[src/rtl/sr_pkg.sv]
// ============================================================================
//  Module : sr_pkg
//  Shared FSM encodings for the serial shift-register family (PISO and SIPO).
//  Rev    : 1.0
// ============================================================================
`default_nettype none

package sr_pkg;

    localparam logic [0:0] SR_IDLE  = 1'b0;
    localparam logic [0:0] SR_SHIFT = 1'b1;

    // Counter width for a WIDTH-bit frame; never narrower than one bit.
    function automatic int sr_cnt_width(input int width);
        return (width > 2) ? $clog2(width) : 1;
    endfunction

endpackage

`default_nettype wire

[src/rtl/sr_bit_counter.sv]
// ============================================================================
//  Module : sr_bit_counter
//  Frame bit down-counter: loads WIDTH-1, steps down on dec, flags zero.
//  Rev    : 1.0
// ============================================================================
`default_nettype none

module sr_bit_counter
    import sr_pkg::*;
#(
    parameter int WIDTH = 4
) (
    input  logic                           clk,
    input  logic                           rst,
    input  logic                           load,
    input  logic                           dec,
    output logic [sr_cnt_width(WIDTH)-1:0] cnt,
    output logic                           zero
);

    localparam int                 CW     = sr_cnt_width(WIDTH);
    localparam logic [CW-1:0]      c_LAST = CW'(WIDTH - 1);

    logic [CW-1:0] r_cnt;

    always_ff @(posedge clk) begin
        if (rst) begin
            r_cnt <= '0;
        end else if (load) begin
            r_cnt <= c_LAST;
        end else if (dec) begin
            r_cnt <= r_cnt - CW'(1);
        end
    end

    assign cnt  = r_cnt;
    assign zero = (r_cnt == '0);

endmodule

`default_nettype wire

[src/rtl/piso_reg.sv]
// ============================================================================
//  Module : piso_reg
//  Parallel-in serial-out shift register with valid/ready load and frame marks.
//  Rev    : 1.0
// ============================================================================
`default_nettype none

module piso_reg
    import sr_pkg::*;
#(
    parameter int WIDTH     = 4,
    parameter bit MSB_FIRST = 1'b1
) (
    input  logic             clk,
    input  logic             rst,
    input  logic [WIDTH-1:0] pi,
    input  logic             load_valid,
    output logic             load_ready,
    input  logic             shift_en,
    output logic             so,
    output logic             so_valid,
    output logic             frame_start,
    output logic             frame_done
);

    localparam int            CW     = sr_cnt_width(WIDTH);
    localparam logic [CW-1:0] c_LAST = CW'(WIDTH - 1);

    logic [0:0]       r_state;
    logic [WIDTH-1:0] r_sreg;
    logic [CW-1:0]    w_cnt;
    logic             w_zero;
    logic             w_in_shift;
    logic             w_accept;
    logic             w_dec;
    logic [WIDTH-1:0] w_shifted;
    logic             w_out_bit;

    assign w_in_shift = (r_state == SR_SHIFT);
    // Ready on the last bit only when that bit actually leaves this cycle.
    assign load_ready = !rst && (!w_in_shift || (w_zero && shift_en));
    assign w_accept   = load_valid && load_ready;
    assign w_dec      = w_in_shift && shift_en && !w_zero;

    sr_bit_counter #(
        .WIDTH (WIDTH)
    ) u_cnt (
        .clk  (clk),
        .rst  (rst),
        .load (w_accept),
        .dec  (w_dec),
        .cnt  (w_cnt),
        .zero (w_zero)
    );

    generate
        if (MSB_FIRST) begin : g_msb_first
            assign w_shifted = {r_sreg[WIDTH-2:0], 1'b0};
            assign w_out_bit = r_sreg[WIDTH-1];
        end else begin : g_lsb_first
            assign w_shifted = {1'b0, r_sreg[WIDTH-1:1]};
            assign w_out_bit = r_sreg[0];
        end
    endgenerate

    always_ff @(posedge clk) begin
        if (rst) begin
            r_state <= SR_IDLE;
            r_sreg  <= '0;
        end else if (w_accept) begin
            r_state <= SR_SHIFT;
            r_sreg  <= pi;
        end else if (w_in_shift && shift_en) begin
            if (w_zero) begin
                r_state <= SR_IDLE;
                r_sreg  <= '0;
            end else begin
                r_sreg  <= w_shifted;
            end
        end
    end

    assign so          = w_in_shift && w_out_bit;
    assign so_valid    = w_in_shift;
    assign frame_start = w_in_shift && (w_cnt == c_LAST);
    assign frame_done  = w_in_shift && w_zero;

endmodule

`default_nettype wire

[config.mk]
export PLATFORM = sky130hd
export DESIGN_NAME = piso_reg
export DESIGN_NICKNAME = d
export VERILOG_FILES = /design/src/rtl/sr_pkg.sv /design/src/rtl/sr_bit_counter.sv /design/src/rtl/piso_reg.sv
export SDC_FILE = /design/constraint.sdc
export NUM_CORES = 1
export LEC_CHECK = 0
export CELL_PAD_IN_SITES_DETAIL_PLACEMENT = 1
export CELL_PAD_IN_SITES_GLOBAL_PLACEMENT = 2
export CORE_AREA = 2 2 41 43
export CTS_BUF_LIST = sky130_fd_sc_hd__clkbuf_2
export CTS_CLUSTER_SIZE = 24
export DETAILED_ROUTE_END_ITERATION = 6
export DIE_AREA = 0 0 43 45
export DONT_BUFFER_PORTS = 1
export PLACE_DENSITY = 0.73
export SLEW_MARGIN = 20
export SYNTH_ARGS = -nofsm -noshare
export SYNTH_HDL_FRONTEND = slang
export SYNTH_SLANG_ARGS = --single-unit
export TNS_END_PERCENT = 20
[constraint.sdc]
create_clock -name clk -period 1.4 [get_ports clk]
set_input_delay 0.14 -clock clk [delete_from_list [all_inputs] [get_ports clk]]
set_output_delay 0.14 -clock clk [all_outputs]
set_load 0.01 [all_outputs]
==> run summary <==
STA
* **highest achievable clock rate** 753 MHz
* **Fin Clk Skew** 0.00163 ns
* **final hold viol count** 0
* **worst relative slew slack** 0.782
* **slew at the pin closest to its max-slew limit** 0.326 ns
* **final slew viol count** 0
* **final number of setup-violating endpoints** 0
* **Final Cycle Share** 0.948
* **worst hold margin** 0.0189 ns
* **Setup TNS Final** 0 ns
* **crit path time final** 1.33 ns

Floorplan
* **Site Rows** 14
* **full die area** 1940 sq um
* **DIE HEIGHT** 45 um
* **number of ports placed on the die boundary** 13
* **horizontal die dimension** 43 um
* **initial cell density of the core** 0.300
* **core box area** 1470 sq um

Critical path
* **chain of cells forming the critical path** inv_1 -> ha_4 -> a21boi_2 -> buf_6 -> nor2_4
* **Top Family by Delay on Critical Path** flip-flops
* **kind of end point of the critical path** output pin
* **number of cells on the worst reg-to-reg path** 6
* **CP Launch Type** flop
* **critical path type** reg2out
* **Stages on worst setup path** 5
* **peak per-stage delay on the critical path** 0.36 ns
* **data arrival time at the worst-slack endpoint** 1.19 ns
* **largest driver fanout on the critical path** 7
* **minimum setup slack among reg-to-reg paths** 0.16 ns
* **critical path data required time** 1.26 ns
* **number of buffers and inverters on the critical path** 2
* **library cell contributing the largest single delay on the critical path** sky130_fd_sc_hd__dfxtp_2
* **startpoint of the worst-slack reg-to-reg timing path** u_cnt.cnt[0]
* **worst reg2reg path endpoint** r_sreg[2]

Final layout
* **# nets final** 70
* **Antenna diodes** 0
* **Non-Filler Instances** 75
* **highest-count cells in the layout ignoring fill and taps** sky130_fd_sc_hd__nor2_1 (5), sky130_fd_sc_hd__dfxtp_1 (5), sky130_fd_sc_hd__nor2b_1 (4), sky130_fd_sc_hd__clkbuf_2 (4), sky130_fd_sc_hd__buf_4 (4)
* **layout cells sized above 1** 0.305
* **area growth from synthesis to layout** 21.5%

Synth
* **multiplexer area fraction after synthesis** 0.0567
* **cell type with the largest total area after synthesis** sky130_fd_sc_hd__dfxtp_1
* **dominant combinational cell family by area after synthesis** simple AND/OR/NAND/NOR gates
* **Synth Area in Adders** 0.0567
* **leading cell types by total area after synthesis** sky130_fd_sc_hd__dfxtp_1 (32%), sky130_fd_sc_hd__ha_1 (5.7%), sky130_fd_sc_hd__nor2b_1 (5.7%), sky130_fd_sc_hd__nor2_1 (5.1%), sky130_fd_sc_hd__nor3b_1 (5.1%)
* **Mapped Cells** 53
* **share of the yosys chip area belonging to registers** 0.317
* **xor and xnor fraction of the mapped netlist area** 0
* **Mapped Area** 442 sq um
* **syn_area_per_cell** 8.33 sq um
* **number of distinct standard cells referenced by the synthesized netlist** 26
* **Ys Warns** 0
* **register bit total from synthesis** 7
* **compound-gate portion of the synthesized area** 0.161
* **Syn Nets** 63
* **area share of the largest cell type after synthesis** 0.317
* **simple-gate share of the synthesized area** 0.326

Power and ir drop
* **share of power burned in the clock network** 0.314
* **Max rail drop VDD** 0.329 mV
* **combinational power share** 0.247
* **Static Leakage** 0.000212 uW
* **Sw Pwr** 167 uW
* **pwr/cell area** 995 nW/um^2
* **register share of total power** 0.439
* **fraction of power spent switching nets** 0.313
* **internal cell power** 367 uW

Drt
* **detailed router's first-iteration violation count** 0
* **DRC** 0
* **final antenna-violating net count** 0
* **routed length per placed instance** 14.6 um
* **Total Wirelength** 1090 um
* **total via count after detailed routing** 392
* **average via count per standard cell** 5.23
* **1st-pass router iterations** 1

Clock network
* **clock tree from TritonCTS** done
* **insertion delay of the later-clocked pin in the worst-skew pair** 0.24 ns
* **Inserted Clock Buffers** 3
* **library cell used as clock root buffer** sky130_fd_sc_hd__clkbuf_2
* **H-tree depth** 1
* **clock tree buffer depth** 2
* **TritonCTS sink count** 7
* **Clk pin slew, worst setup/hold paths** 0.09 ns

Global routing
* **first-pass GRT wire length** 1880 um
* **antenna violations before repair** 0
* **largest net degree at the start of global routing** 13
* **total routing usage reported by global routing** 0.136
* **vias in the first global route** 419
* **overflow left after global routing** 0

Worst hold path
* **hold path endpoint** so_valid
* **hold path depth** 2
* **path class of the lowest-slack min-delay path** in2reg
* **source of the worst hold timing path** load_valid

Placed design
* **RD Place Congestion** 0.655
* **Cell Count Post-Placement** 69
* **final HPWL from detailed placement** 760 um
* **count of input and output buffers** 0

Status
* **result of the run** finished clean

Run
* **number of max-cap violations** 0

registers in the layout (all words and copies together), names as in the netlist:
signal,count
u_cnt.cnt,2
r_sreg,4
so_valid,1
timing repair:
| item | in CTS | in global routing |
|---|---|---|
| hold endpoints to repair | 6 | 0 |
| setup endpoints to repair | 3 | 4 |
| hold buffers | 1 | 0 |
| buffers inserted | 0 | 1 |
| gates cloned | 0 | 0 |
| pin swaps | 0 | 1 |
| gates resized for setup | 4 | 5 |
power by group through the flow:
stage	combinational (uW)	clock (uW)	sequential [uW]
after floorplan	91.7	0	232
after global placement	105	0	238
after detailed placement	108	0	238
after CTS	122	171	234
after global routing	147	189	239
final	132	167	235
final cells by class:
type / count / area (sq um)
timing repair buffer: 6 / 51.3
multi-input combinational: 39 / 292
sequential: 7 / 143
clock buffer: 4 / 20.0
fill: 197 / 935
tap: 16 / 20.0
inverter: 3 / 11.3
synthesized netlist by cell type:
cell type and instances:
sky130_fd_sc_hd__nand2b_1 1, sky130_fd_sc_hd__mux2i_1 1, sky130_fd_sc_hd__nand2_2 1, sky130_fd_sc_hd__a2bb2oi_1 1, sky130_fd_sc_hd__nor2b_1 4, sky130_fd_sc_hd__o21a_1 1
sky130_fd_sc_hd__nand4_1 1, sky130_fd_sc_hd__or3_1 1, sky130_fd_sc_hd__inv_1 3, sky130_fd_sc_hd__and2_1 3, sky130_fd_sc_hd__nor3b_1 3, sky130_fd_sc_hd__nor2_1 6
sky130_fd_sc_hd__buf_6 1, sky130_fd_sc_hd__nand3_1 1, sky130_fd_sc_hd__buf_2 2, sky130_fd_sc_hd__or2_2 1, sky130_fd_sc_hd__o21ai_0 1, sky130_fd_sc_hd__nor4_1 3
sky130_fd_sc_hd__a21boi_1 1, sky130_fd_sc_hd__dfxtp_1 7, sky130_fd_sc_hd__a211oi_1 2, sky130_fd_sc_hd__ha_1 2, sky130_fd_sc_hd__buf_1 1, sky130_fd_sc_hd__a31oi_1 3
sky130_fd_sc_hd__a311oi_1 1, sky130_fd_sc_hd__mux2_4 1
logic make-up (layout without fill, tap and decap cells):
logic type      after synthesis  after routing
simple gates                 25             25
compound gates               10             10
flops                         7              7
buf+inv                       7             13
fa+ha+maj                     2              2
mux                           2              2
worst reg2reg max path, cell delays in order (launching register included):
cell	delay (ns)
sky130_fd_sc_hd__dfxtp_2	0.36
sky130_fd_sc_hd__inv_1	0.07
sky130_fd_sc_hd__ha_4	0.19
sky130_fd_sc_hd__a21boi_2	0.15
sky130_fd_sc_hd__buf_6	0.14
sky130_fd_sc_hd__nor3b_1	0.05
sky130_fd_sc_hd__nor4_1	0.20
worst max-delay path by stage:
stage                     slack, ns           end         start
final                          0.07    load_ready  u_cnt.cnt[0]
after global routing          -0.01    load_ready  u_cnt.cnt[0]
after CTS                      0.02    load_ready  u_cnt.cnt[1]
after detailed placement      -0.03     r_sreg[3]  u_cnt.cnt[0]
after global placement         0.05     r_sreg[3]  u_cnt.cnt[0]
after floorplan                0.11  u_cnt.cnt[0]  u_cnt.cnt[0]
per-layer routing:
layer / vias to the layer above / global-route usage / routed length (um)
met5: - / 0 / 0
met4: 0 / 0.0909 / 11
met3: 2 / 0.0560 / 63
met2: 7 / 0.218 / 529
met1: 183 / 0.147 / 490
li1: 200 / - / -
per-stage QoR:
stage / util / power (uW) / setup slack (ns) / cell area [sq um]
floorplan: - / 324 / 0.111 / 442
global placement: 0.317 / 343 / 0.0490 / 467
detailed placement: 0.317 / 345 / -0.0280 / 467
CTS: 0.349 / 527 / 0.0207 / 513
global route: 0.365 / 575 / -0.0108 / 537
finish: 0.365 / 534 / 0.0724 / 537
(Power assumes the default switching activity.)
